**config.mk**
```make
export PLATFORM = sky130hd
export DESIGN_NAME = score_round_controller
export DESIGN_NICKNAME = d
export VERILOG_FILES = /design/src/rtl/score_round_controller_pkg.sv /design/src/rtl/score_round_controller_tick_divider.sv /design/src/rtl/score_round_controller.sv
export SDC_FILE = /design/constraint.sdc
export NUM_CORES = 1
export LEC_CHECK = 0
export ABC_AREA = 1
export CORE_ASPECT_RATIO = 1.4
export CORE_UTILIZATION = 33
export CTS_BUF_LIST = sky130_fd_sc_hd__clkbuf_16
export DETAILED_ROUTE_END_ITERATION = 8
export PLACE_DENSITY = 0.5
export SLEW_MARGIN = 20
export SYNTH_ARGS = -nofsm -noshare
export SYNTH_HDL_FRONTEND = slang
export SYNTH_SLANG_ARGS = --single-unit
```
**constraint.sdc**
```tcl
create_clock -name clock -period 4.5 [get_ports clock]
set_input_delay 0.9 -clock clock [delete_from_list [all_inputs] [get_ports clock]]
set_output_delay 0.9 -clock clock [all_outputs]
set_load 0.005 [all_outputs]
```
**src/rtl/score_round_controller_pkg.sv**
```systemverilog
// Purpose : shared types, default timing values and helpers for the scoring-round controller.
// Latency : n/a (declarations only).
// Backpr. : n/a (declarations only).
package score_round_controller_pkg;

  // Round sequencing states. The 2-bit encoding is kept explicit so that
  // waveform dumps read the same as the original display-path documentation.
  typedef enum logic [1:0] {
    ST_IDLE      = 2'd0,
    ST_COUNTDOWN = 2'd1,
    ST_PLAYING   = 2'd2,
    ST_GAME_OVER = 2'd3
  } state_t;

  // Default timing for a 50 MHz board clock.
  localparam int DEF_SAMPLE_DIV        = 20000000;
  localparam int DEF_CLK_PER_SEC       = 50000000;
  localparam int DEF_COUNTDOWN_SECONDS = 3;
  localparam int DEF_ROUND_SECONDS     = 30;
  localparam int DEF_SCORE_MAX         = 99;

  // Add one to a score without passing lim. Values already at or above
  // lim return lim, so the score never wraps back to a small number.
  function automatic logic [7:0] sat_inc(input logic [7:0] v, input logic [7:0] lim);
    logic [7:0] r;
    if (v >= lim) r = lim;
    else          r = v + 8'd1;
    return r;
  endfunction

endpackage

```
**src/rtl/score_round_controller_tick_divider.sv**
```systemverilog
// Purpose : free-running clock divider producing a one-cycle tick every DIV clocks.
// Latency : tick is high in the cycle where the count equals DIV-1; the first tick
//           after clear arrives DIV cycles later.
// Backpr. : none. clear restarts the count from zero so the phase follows the caller.
// Ports   : clock, reset (sync, active-high), clear (sync restart) -> tick.
module tick_divider #(
  parameter int DIV = 10
) (
  input  logic clock,
  input  logic reset,
  input  logic clear,
  output logic tick
);

  localparam int CW = (DIV > 1) ? $clog2(DIV) : 1;
  localparam logic [CW-1:0] LAST = CW'(DIV - 1);

  logic [CW-1:0] count;

  always_ff @(posedge clock) begin
    if (reset || clear) begin
      count <= '0;
    end else if (count == LAST) begin
      count <= '0;
    end else begin
      count <= count + CW'(1);
    end
  end

  assign tick = (count == LAST);

endmodule

```
**src/rtl/score_round_controller.sv**
```systemverilog
// Purpose : sequences one timed scoring round (countdown, play, game over) and
//           tracks the saturating round score and the session high score.
// Latency : all outputs registered; they change on the clock edge that commits
//           the state change. high_score follows one cycle after game_over rises.
// Backpr. : none. start edges are ignored outside IDLE/GAME_OVER.
// Ports   : clock, reset (sync, active-high), start (level button), hit (score input)
//           -> score, high_score, time_left, display_value, round_active, game_over.
module score_round_controller
  import score_round_controller_pkg::*;
#(
  parameter int SAMPLE_DIV        = DEF_SAMPLE_DIV,
  parameter int CLK_PER_SEC       = DEF_CLK_PER_SEC,
  parameter int COUNTDOWN_SECONDS = DEF_COUNTDOWN_SECONDS,
  parameter int ROUND_SECONDS     = DEF_ROUND_SECONDS,
  parameter int SCORE_MAX         = DEF_SCORE_MAX
) (
  input  logic       clock,
  input  logic       reset,
  input  logic       start,
  input  logic       hit,
  output logic [7:0] score,
  output logic [7:0] high_score,
  output logic [7:0] time_left,
  output logic [7:0] display_value,
  output logic       round_active,
  output logic       game_over
);

  localparam logic [7:0] CD_LOAD   = 8'(COUNTDOWN_SECONDS);
  localparam logic [7:0] RND_LOAD  = 8'(ROUND_SECONDS);
  localparam logic [7:0] SCORE_LIM = 8'(SCORE_MAX);

  state_t     state_q;
  state_t     state_d;
  logic       start_q;
  logic       start_armed;
  logic       start_edge;
  logic       go_first_q;
  logic       state_change;
  logic       sample_tick;
  logic       sec_tick;
  logic [7:0] score_d;
  logic [7:0] high_score_d;
  logic [7:0] time_left_d;

  // Both dividers restart on every state entry so tick phase is aligned to it.
  assign state_change = (state_d != state_q);

  tick_divider #(.DIV(SAMPLE_DIV)) u_sample_div (
    .clock (clock),
    .reset (reset),
    .clear (state_change),
    .tick  (sample_tick)
  );

  tick_divider #(.DIV(CLK_PER_SEC)) u_sec_div (
    .clock (clock),
    .reset (reset),
    .clear (state_change),
    .tick  (sec_tick)
  );

  // start_q alone would see a rising edge if the button is already held when
  // reset releases (start_q comes out of reset low). start_armed only opens
  // once the button has been seen released, so a held button never starts a round.
  assign start_edge = start & ~start_q & start_armed;

  // Next-state and datapath updates.
  always_comb begin
    state_d      = state_q;
    score_d      = score;
    high_score_d = high_score;
    time_left_d  = time_left;

    // High score is captured in the first GAME_OVER cycle from the final score.
    if ((state_q == ST_GAME_OVER) && go_first_q && (score > high_score)) begin
      high_score_d = score;
    end

    unique case (state_q)
      ST_IDLE, ST_GAME_OVER: begin
        if (start_edge) begin
          state_d     = ST_COUNTDOWN;
          score_d     = 8'd0;
          time_left_d = CD_LOAD;
        end
      end

      ST_COUNTDOWN: begin
        if (sec_tick) begin
          if (time_left <= 8'd1) begin
            state_d     = ST_PLAYING;
            time_left_d = RND_LOAD;
          end else begin
            time_left_d = time_left - 8'd1;
          end
        end
      end

      ST_PLAYING: begin
        // A hit on the same cycle as the final second still counts: the score
        // update and the transition below are applied together.
        if (sample_tick && hit) begin
          score_d = sat_inc(score, SCORE_LIM);
        end
        if (sec_tick) begin
          if (time_left <= 8'd1) begin
            state_d     = ST_GAME_OVER;
            time_left_d = 8'd0;
          end else begin
            time_left_d = time_left - 8'd1;
          end
        end
      end

      default: begin
        state_d = ST_IDLE;
      end
    endcase
  end

  // State and registered outputs. Outputs are driven from the next-state
  // values so they line up with the state register.
  always_ff @(posedge clock) begin
    if (reset) begin
      state_q       <= ST_IDLE;
      score         <= 8'd0;
      high_score    <= 8'd0;
      time_left     <= 8'd0;
      display_value <= 8'd0;
      round_active  <= 1'b0;
      game_over     <= 1'b0;
      go_first_q    <= 1'b0;
      start_q       <= 1'b0;
      start_armed   <= 1'b0;
    end else begin
      state_q       <= state_d;
      score         <= score_d;
      high_score    <= high_score_d;
      time_left     <= time_left_d;
      display_value <= (state_d == ST_IDLE) ? high_score_d : score_d;
      round_active  <= (state_d == ST_PLAYING);
      game_over     <= (state_d == ST_GAME_OVER);
      go_first_q    <= (state_d == ST_GAME_OVER) && (state_q != ST_GAME_OVER);
      start_q       <= start;
      if (!start) begin
        start_armed <= 1'b1;
      end
    end
  end

endmodule

```
==> results.cfg, run 1 <==
[placed_design]
hpwl_mm = 8.10
dp_cells = 906
place_congestion = 0.818
io_buffers = 37
pre_cts_ws_ns = 1.30
placed_area_um2 = 5670

[setup_path]
cp_data_arrival_time_ns = 3.02
worst-path-buf-inv = 4
cp.required_ns = 4.70
critPathMaxFanout = 29
crit_family = buffers and inverters
setup.worst_path.class = in -> reg
path_cells = clkdlybuf4s50_1, buf_4, clkinv_1, nand2_1, inv_1, nand2_2, nor2_4, nand3_4, nor2_1
crit_path_max_incr_delay_ns = 0.48
critPathLaunchType = primary input
cp-end-kind = register
cp_slowest_cell = nand3_4

[global_route]
grt_pass1_wl_mm = 19.1
antenna_found_initial = 0
grt_pass1_vias = 4194
grt_overflow = 0
gr-usage-all-layers = 0.148
grt_start_max_net_pins = 30

[sta]
whs_ns = 0.444
setup_slack_ns = 1.68
rsz0062_at_grt = no
tightest_slew_ns = 0.719
relSlewSlack = 0.521
finalCritPeriodShare = 0.626
maxSlewViolCount = 0
fin_skew_ns = 0.00773
max_freq_mhz = 355
period_needed_ns = 2.82
finalSetupViolCount = 0
tns_ns = 0
hold_viol_final = 0

[synth]
synth_enable_flop_cells = 0
yosysUniqueCellTypes = 38
synth_seq_cells = 90
synth_ff_type = dfxtp_1
ys_top_cells_by_area = dfxtp_1 (35%), nor2_4 (9.4%), nand2_1 (8.8%)
syn-num-nets = 706
postSynthCellCount = 686
yosysTopAreaCell = dfxtp_1
ys_seq_area_frac = 0.349
ys_async_sr_fraction = 0
yosys_warnings = 0
avgSynthCellArea_um2 = 7.52
synthDominantCellAreaShare = 0.349
synth_area_um2 = 5160

[detailed_routing]
firstDrtPassIters = 4
drc_errors = 0
first_iter_violations = 174
wl_per_cell_um = 11.8
vias = 4215
ant_nets = 0
routed_via_density = 4.57
routed_wl_mm = 10.9

[clock_tree]
cts.path.max_buffers = 2
cts_sinks = 90
cts_resized = 0
clk_pin_slew_ns = 0.06
insertion_delay_ns = 0.34
cts_buffers = 9
cts_tree = done
postCtsSetupBuffers = 0
cts_max_level = 3
holdBufCountCts = 0
cts_root_buffer = clkbuf_16

[min_path]
hp-class = reg -> reg

[floorplan]
die_h_um = 150
fp.dieW_um = 108
design.core.area_um2 = 15100
rows = 53
dieArea_um2 = 16100
io_pins = 38
start_util = 0.341

[power]
switching_share = 0.279
power_mw = 1.97
p_leak_nw = 2.21
p_seq_frac = 0.434
power_frac_comb = 0.164
p_per_area_nw_per_um2 = 330
clkPwrFrac = 0.402
ir_drop_uv = 153
p_int_mw = 1.42
switchingPower_mw = 0.550

[run]
cap_violations = 0

[cells_and_area]
design_area_um2 = 5980
drive_gt1_frac = 0.116
multi_input_area_um2 = 2850
regArea_um2 = 1800
mostFrequentLayoutCells = nand2_1 (121), inv_1 (102), nor2_1 (93)
finalNonFillerCells = 922
syn2layout_area_growth_pct = 15.9
utilization = 0.395
nNetsFinal = 745
layout_commonest_cell = nand2_1
diodes = 0
nFillCells = 1590

[outcome]
status = finished, final reports clean
logic make-up after synthesis:
group	synth area share
DFF	0.349
AOI/OAI and AO/OA	0.0517
and+or+nand+nor	0.379
buffers and inverters	0.0980
adders and majority gates	0.0388
xor gates and xnor gates	0.0832
path summary, 6_finish.rpt:
check	from	end	slack, ns	cells after the start
min	u_sample_div.count[0]$_SDFF_PP0_	u_sample_div.count[0]$_SDFF_PP0_	0.44	1
min reg2reg	u_sample_div.count[0]$_SDFF_PP0_	u_sample_div.count[0]$_SDFF_PP0_	0.44	1
max	reset	u_sec_div.count[19]$_SDFF_PP0_	1.68	9
max reg2reg	time_left[0]$_SDFFE_PP0P_	u_sec_div.count[19]$_SDFF_PP0_	1.93	13
per-layer routing:
| layer | up-vias | global-route usage | wire (µm) |
|---|---|---|---|
| li1 | 2219 | - | - |
| met1 | 1917 | 0.179 | 5060 |
| met2 | 65 | 0.255 | 5380 |
| met3 | 14 | 0.0257 | 280 |
| met4 | 0 | 0.0623 | 196 |
| met5 | - | 0 | 0 |
power groups by stage:
stage / Combinational, mW / Clock, mW / Sequential, mW
6_report: 0.323 / 0.791 / 0.856
5_1_grt: 0.368 / 0.851 / 0.861
4_1_cts: 0.330 / 0.817 / 0.856
3_5_place_dp: 0.328 / 0 / 0.874
3_3_place_gp: 0.327 / 0 / 0.874
2_1_floorplan: 0.258 / 0 / 0.870
worst reg2reg max path: stages (launching register included):
cell and delay, ns:
dfxtp_1 0.40, inv_1 0.10, ha_1 0.28, o21ai_1 0.27, nor2_4 0.09, nand3_2 0.09, nand2_1 0.07, nand3_1 0.07
nand2_1 0.06, inv_1 0.07, nand2_2 0.06, nor2_4 0.14, nand3_4 0.52, nor2_1 0.27
sequential cells by signal, indices dropped and copies added, names as in the netlist:
register,flops
go_first_q,1
u_sec_div.count,26
round_active,1
high_score,8
u_sample_div.count,25
start_q,1
state_q,2
start_armed,1
display_value,8
game_over,1
score,8
time_left,8
cell usage after synthesis, types with 2 or more instances:
library cell / instances
inv_2: 5
nor2_1: 93
nand2_2: 3
o21a_1: 4
nor3_1: 19
o21ai_0: 18
and2_1: 2
nand3_2: 4
nand2_1: 121
nand3_1: 41
buf_12: 4
dfxtp_1: 90
nand4_1: 12
o21ai_1: 3
a211oi_1: 2
clkbuf_1: 4
xor2_1: 34
and3_1: 3
inv_1: 100
xnor2_1: 15
nor2_2: 11
ha_1: 16
nor4_1: 4
a21oi_1: 19
nor2_4: 43
nand3b_1: 2
nand3_4: 2
o21bai_1: 2
layout make-up:
type / instances / share of cell area
multi-input cells: 480 / 0.477
flip-flops and latches: 90 / 0.301
inverters: 106 / 0.0666
repair buffers: 38 / 0.0632
well taps: 192 / 0.0402
clock buffers: 9 / 0.0377
clock inverters: 7 / 0.0144
Note: power is estimated with default switching activity, not from simulation.
==> run 2, diff against run 1 <==
- clock period: 4.5 -> 2.9 ns (I/O delays scaled with it)
==> run 2 against run 1 <==
Clock skew up 0.0031 ns. Global-route usage up 0.056 points. Power up 56%. Hold slack better by 0.0074 ns. Setup slack worse by 1.1 ns. Largest cell class unchanged.
==> results.cfg, run 2 (synthesis gave the netlist of run 1 again) <==
[sta]
fin_skew_ns = 0.0108
tns_ns = 0
maxSlewViolCount = 0
period_needed_ns = 2.34
finalSetupViolCount = 0
hold_viol_final = 0
max_freq_mhz = 427
tightest_slew_ns = 0.517
rsz0062_at_grt = no
relSlewSlack = 0.655
finalCritPeriodShare = 0.808

[setup_path]
path_cells = inv_1, ha_1, o21ai_1, nor2_4, nand3_1, nand3_1, nand3_2, nand2_1, nand2_1, inv_1, nor2_1, nor2_1
critPathLaunchType = register
r2r_start = time_left[1]$_SDFFE_PP0P_
cp_data_arrival_time_ns = 2.57
critPathMaxFanout = 11
cp.required_ns = 3.13
cp-end-kind = register
crit_path_max_incr_delay_ns = 0.41
ff2ff_path_depth = 12
worstReg2RegEnd = display_value[6]$_SDFF_PP0_
rrSetupSlack_ns = 0.56
setup.worst_path.class = reg -> reg
cp_slowest_cell = dfxtp_1

[cells_and_area]
syn2layout_area_growth_pct = 17.2
layout_commonest_cell = nand2_1
largest_register_ffs = 26
regMostFlops = u_sec_div.count
design_area_um2 = 6040
drive_gt1_frac = 0.122
mostFrequentLayoutCells = nand2_1 (121), inv_1 (102), nor2_1 (93)
diodes = 0
finalNonFillerCells = 927
nNetsFinal = 750
largestRegisters = u_sec_div.count (26), u_sample_div.count (25)

[min_path]
min_to = u_sample_div.count[0]$_SDFF_PP0_
hp-class = reg -> reg
worstHoldStart = u_sample_div.count[0]$_SDFF_PP0_
whs_path_depth = 1

[clock_tree]
cts_buffers = 9
cts_tree = done
cts_sinks = 90
cts_resized = 0
cts_max_level = 3
cts_root_buffer = clkbuf_16
clk_pin_slew_ns = 0.06
postCtsSetupBuffers = 0
cts.path.max_buffers = 2
holdBufCountCts = 0
insertion_delay_ns = 0.34

[global_route]
grt_overflow = 0
grt_start_max_net_pins = 29
busiest_layer = met2
gr-usage-all-layers = 0.148
grtUsageMet1 = 0.174
use_met2 = 0.269
antenna_found_initial = 0
grt_pass1_vias = 4153
use_met3 = 0.0240
grt_pass1_wl_mm = 19.0

[floorplan]
fp.dieW_um = 108
rows = 53
dieArea_um2 = 16100
start_util = 0.341
design.core.area_um2 = 15100
die_h_um = 150
io_pins = 38

[outcome]
status = finished, final reports clean

[placed_design]
placed_area_um2 = 5730
hpwl_mm = 8.32
io_buffers = 37
place_congestion = 0.803
dp_cells = 911

[detailed_routing]
drc_errors = 0
vias = 4196
first_iter_violations = 156
ant_nets = 0
routed_via_density = 4.53
routed_wl_mm = 11.0
wl_per_cell_um = 11.8
firstDrtPassIters = 4

[run]
cap_violations = 0

[power]
ir_drop_uv = 349
power_mw = 3.08
p_leak_nw = 2.25
p_per_area_nw_per_um2 = 509
==> run 2: cell count changes in the layout (fill, tap and decap cells not counted), sizes merged <==
| cell | before | now |
|---|---|---|
| buf | 1 | 6 |
==> run 2: where the power goes <==
part / leakage, nW / internal (mW) / switching [mW]
Sequential: 0.728 / 1.29 / 0.0403
Combinational: 1.37 / 0.191 / 0.333
Clock: 0.152 / 0.746 / 0.479
==> run 2: critical path, delay by kind of cell, from the launching register on <==
| family | cells | cell delay, ns |
|---|---|---|
| compound gates | 1 | 0.28 |
| fa+ha+maj | 1 | 0.26 |
| buf+inv | 2 | 0.22 |
| flops | 1 | 0.41 |
| simple gates | 8 | 1.07 |
==> run 2: how the worst max path moves through the flow <==
| stage | startpoint | to | slack [ns] | depth (start not counted) |
|---|---|---|---|---|
| finish | time_left[1]$_SDFFE_PP0P_ | display_value[6]$_SDFF_PP0_ | 0.56 | 12 |
| global route | state_q[0]$_SDFF_PP0_ | display_value[5]$_SDFF_PP0_ | 0.26 | 11 |
| CTS | time_left[0]$_SDFFE_PP0P_ | display_value[6]$_SDFF_PP0_ | 0.54 | 12 |
| detailed placement | start | time_left[6]$_SDFFE_PP0P_ | 0.38 | 8 |
| global placement | start | time_left[6]$_SDFFE_PP0P_ | 0.35 | 8 |
| floorplan | time_left[0]$_SDFFE_PP0P_ | u_sec_div.count[15]$_SDFF_PP0_ | 0.97 | 13 |
==> run 2: cell type report <==
type | count | area [µm²]
fill | 1576 | 9080
multi-input combinational | 480 | 2850
sequential | 90 | 1800
timing repair buffer | 43 | 440
inverter | 106 | 398
tap | 192 | 240
clock buffer | 9 | 225
clock inverter | 7 | 86.3
==> run 2: stage by stage <==
step | worst slack [ns] | utilization | hold slack [ns]
6_report | 0.556 | 0.400 | 0.451
5_1_grt | 0.258 | 0.400 | 0.485
4_1_cts | 0.542 | 0.400 | 0.456
3_5_place_dp | 0.381 | 0.379 | 0.446
3_3_place_gp | 0.354 | 0.379 | 0.430
2_1_floorplan | 0.966 | - | 0.418
==> run 2: per-layer routing <==
| layer | vias up | wire, µm |
|---|---|---|
| met5 | - | 0 |
| met4 | 0 | 121 |
| met3 | 8 | 304 |
| met2 | 59 | 5610 |
| met1 | 1903 | 4930 |
| li1 | 2226 | - |
==> run 3, diff against run 2 <==
- PLACE_DENSITY: 0.5 -> 0.52
- clock period: 2.9 -> 2 ns (I/O delays scaled with it)
==> run 3 against run 2 <==
Register-to-register slack worse by 0.48 ns. Cell area increased by 14%. Clock-buffer cell count did not move. Power increased by 52%. Clock skew shrank 0.0015 ns. Critical path type unchanged. Setup slack got worse by 0.48 ns. Critical path depth increased by 1.
==> results.cfg, run 3 (synthesis gave the netlist of run 1 again) <==
[power]
switchingPower_mw = 1.37
clkPwrFrac = 0.363
p_int_mw = 3.31
p_leak_nw = 2.64
power_mw = 4.68
switching_share = 0.292
ir_drop_uv = 707
power_frac_comb = 0.227
p_seq_frac = 0.410
p_per_area_nw_per_um2 = 679

[cells_and_area]
diodes = 0
mostFrequentLayoutCells = nand2_1 (111), inv_1 (96), nor2_1 (79)
regMostFlops = u_sec_div.count
largest_register_ffs = 26
finalNonFillerCells = 993
drive_gt1_frac = 0.281
nNetsFinal = 816
nFillCells = 1527
largestRegisters = u_sec_div.count (26), u_sample_div.count (25)
syn2layout_area_growth_pct = 33.8
regArea_um2 = 1820
multi_input_area_um2 = 3120
layout_commonest_cell = nand2_1

[setup_path]
critPathLaunchType = register
worstReg2RegEnd = u_sample_div.count[19]$_SDFF_PP0_
cp_data_arrival_time_ns = 2.22
cp.required_ns = 2.30
cp-end-kind = register
setup.worst_path.class = reg -> reg
ff2ff_path_depth = 13
crit_end = u_sample_div.count[19]$_SDFF_PP0_
rrSetupSlack_ns = 0.07
r2r_start = u_sec_div.count[1]$_SDFF_PP0_
startpoint = u_sec_div.count[1]$_SDFF_PP0_
critPathMaxFanout = 5

[sta]
fin_skew_ns = 0.00936
rsz0062_at_grt = yes
tightest_slew_ns = 0.417
maxSlewViolCount = 0
relSlewSlack = 0.720
period_needed_ns = 1.93
hold_viol_final = 0
max_freq_mhz = 519
finalCritPeriodShare = 0.964
finalSetupViolCount = 0

[detailed_routing]
routed_via_density = 4.56
drc_errors = 0
routed_wl_mm = 11.9
firstDrtPassIters = 4
ant_nets = 0
vias = 4526
wl_per_cell_um = 12.0
first_iter_violations = 123

[clock_tree]
insertion_delay_ns = 0.35
cts_tree = done
cts.path.max_buffers = 2
cts_sinks = 90
clk_pin_slew_ns = 0.06
cts_max_level = 3
cts_root_buffer = clkbuf_16
cts_buffers = 9

[floorplan]
design.core.area_um2 = 15100
dieArea_um2 = 16100
fp.dieW_um = 108
io_pins = 38
rows = 53
start_util = 0.341
die_h_um = 150

[global_route]
grt_pass1_vias = 4360
grt_pass1_wl_mm = 19.5
antenna_found_initial = 0
gr-usage-all-layers = 0.154
grt_start_max_net_pins = 29
grt_overflow = 0

[run]
cap_violations = 0

[placed_design]
place_congestion = 0.806
hpwl_mm = 8.87
dp_cells = 965
io_buffers = 37

[min_path]
worstHoldStart = u_sample_div.count[0]$_SDFF_PP0_
hp-class = reg -> reg

[outcome]
status = finished, final reports clean
[run 3: cell count changes in the layout (fill, tap and decap cells not counted), sizes merged]
cell	change
clkinvlp	-1
clkinv	+2
clkbuf	+3
bufinv	-1
buf	+63
[run 3: worst min-delay path by stage]
stage / endpoint / slack [ns] / depth (start not counted)
2_1_floorplan: u_sample_div.count[0]$_SDFF_PP0_ / 0.42 / 1
3_3_place_gp: u_sample_div.count[0]$_SDFF_PP0_ / 0.43 / 1
3_5_place_dp: u_sample_div.count[0]$_SDFF_PP0_ / 0.45 / 1
4_1_cts: u_sample_div.count[0]$_SDFF_PP0_ / 0.46 / 1
6_report: u_sample_div.count[0]$_SDFF_PP0_ / 0.42 / 1
5_1_grt: u_sample_div.count[0]$_SDFF_PP0_ / 0.45 / 1
[run 3: stage by stage]
stage / hold WS (ns) / worst slack (ns) / instance area, µm² / util / setup TNS [ns]
after global placement: 0.426 / -0.120 / 6160 / 0.407 / -5.01
after detailed placement: 0.453 / -0.131 / 6160 / 0.407 / -4.18
final: 0.422 / 0.0726 / 6900 / 0.456 / 0
after global routing: 0.453 / -0.0606 / 6900 / 0.456 / -1.20
after CTS: 0.463 / 0.0154 / 6470 / 0.428 / 0
after floorplan: 0.418 / 0.0663 / 5160 / - / 0
[run 3: cell type report]
type / count / area share
multi-input combinational: 480 / 0.452
clock inverter: 7 / 0.00980
clock buffer: 9 / 0.0327
tap: 192 / 0.0348
sequential: 90 / 0.264
timing repair buffer: 109 / 0.149
inverter: 106 / 0.0577
[run 3: repair_timing]
action | 4_1_cts | 5_1_grt
pin swaps | 1 | 29
resized for setup | 7 | 85
cloned | 0 | 3
endpoints found under the setup margin | 48 | 76
hold buffers | 0 | 0
setup buffers | 0 | 9
[run 3: worst max-delay path, cell delays in order, from the launching register on]
cell	delay [ns]
dfxtp_2	0.35
ha_4	0.16
nand3_4	0.10
nor2_4	0.14
and2_4	0.15
nand3_4	0.08
nand2_2	0.07
nand2_2	0.06
nand3_4	0.10
nor2_4	0.05
nor2_4	0.13
nand3_4	0.18
clkbuf_16	0.22
nor2_4	0.07
[run 3: power by group through the flow]
stage	clock (mW)	sequential, mW	combinational [mW]
after floorplan	0	1.96	0.582
after global placement	0	1.94	0.926
after detailed placement	0	1.95	0.939
after CTS	1.77	1.91	0.949
after global routing	1.83	1.93	1.17
final	1.70	1.92	1.06
[run 3: layer usage]
metal	share of wire	vias up	GRT usage
met5	0	-	0
met4	0.022	0	0.0808
met3	0.019	15	0.0222
met2	0.55	54	0.276
met1	0.41	2095	0.174
li1	-	2362	-
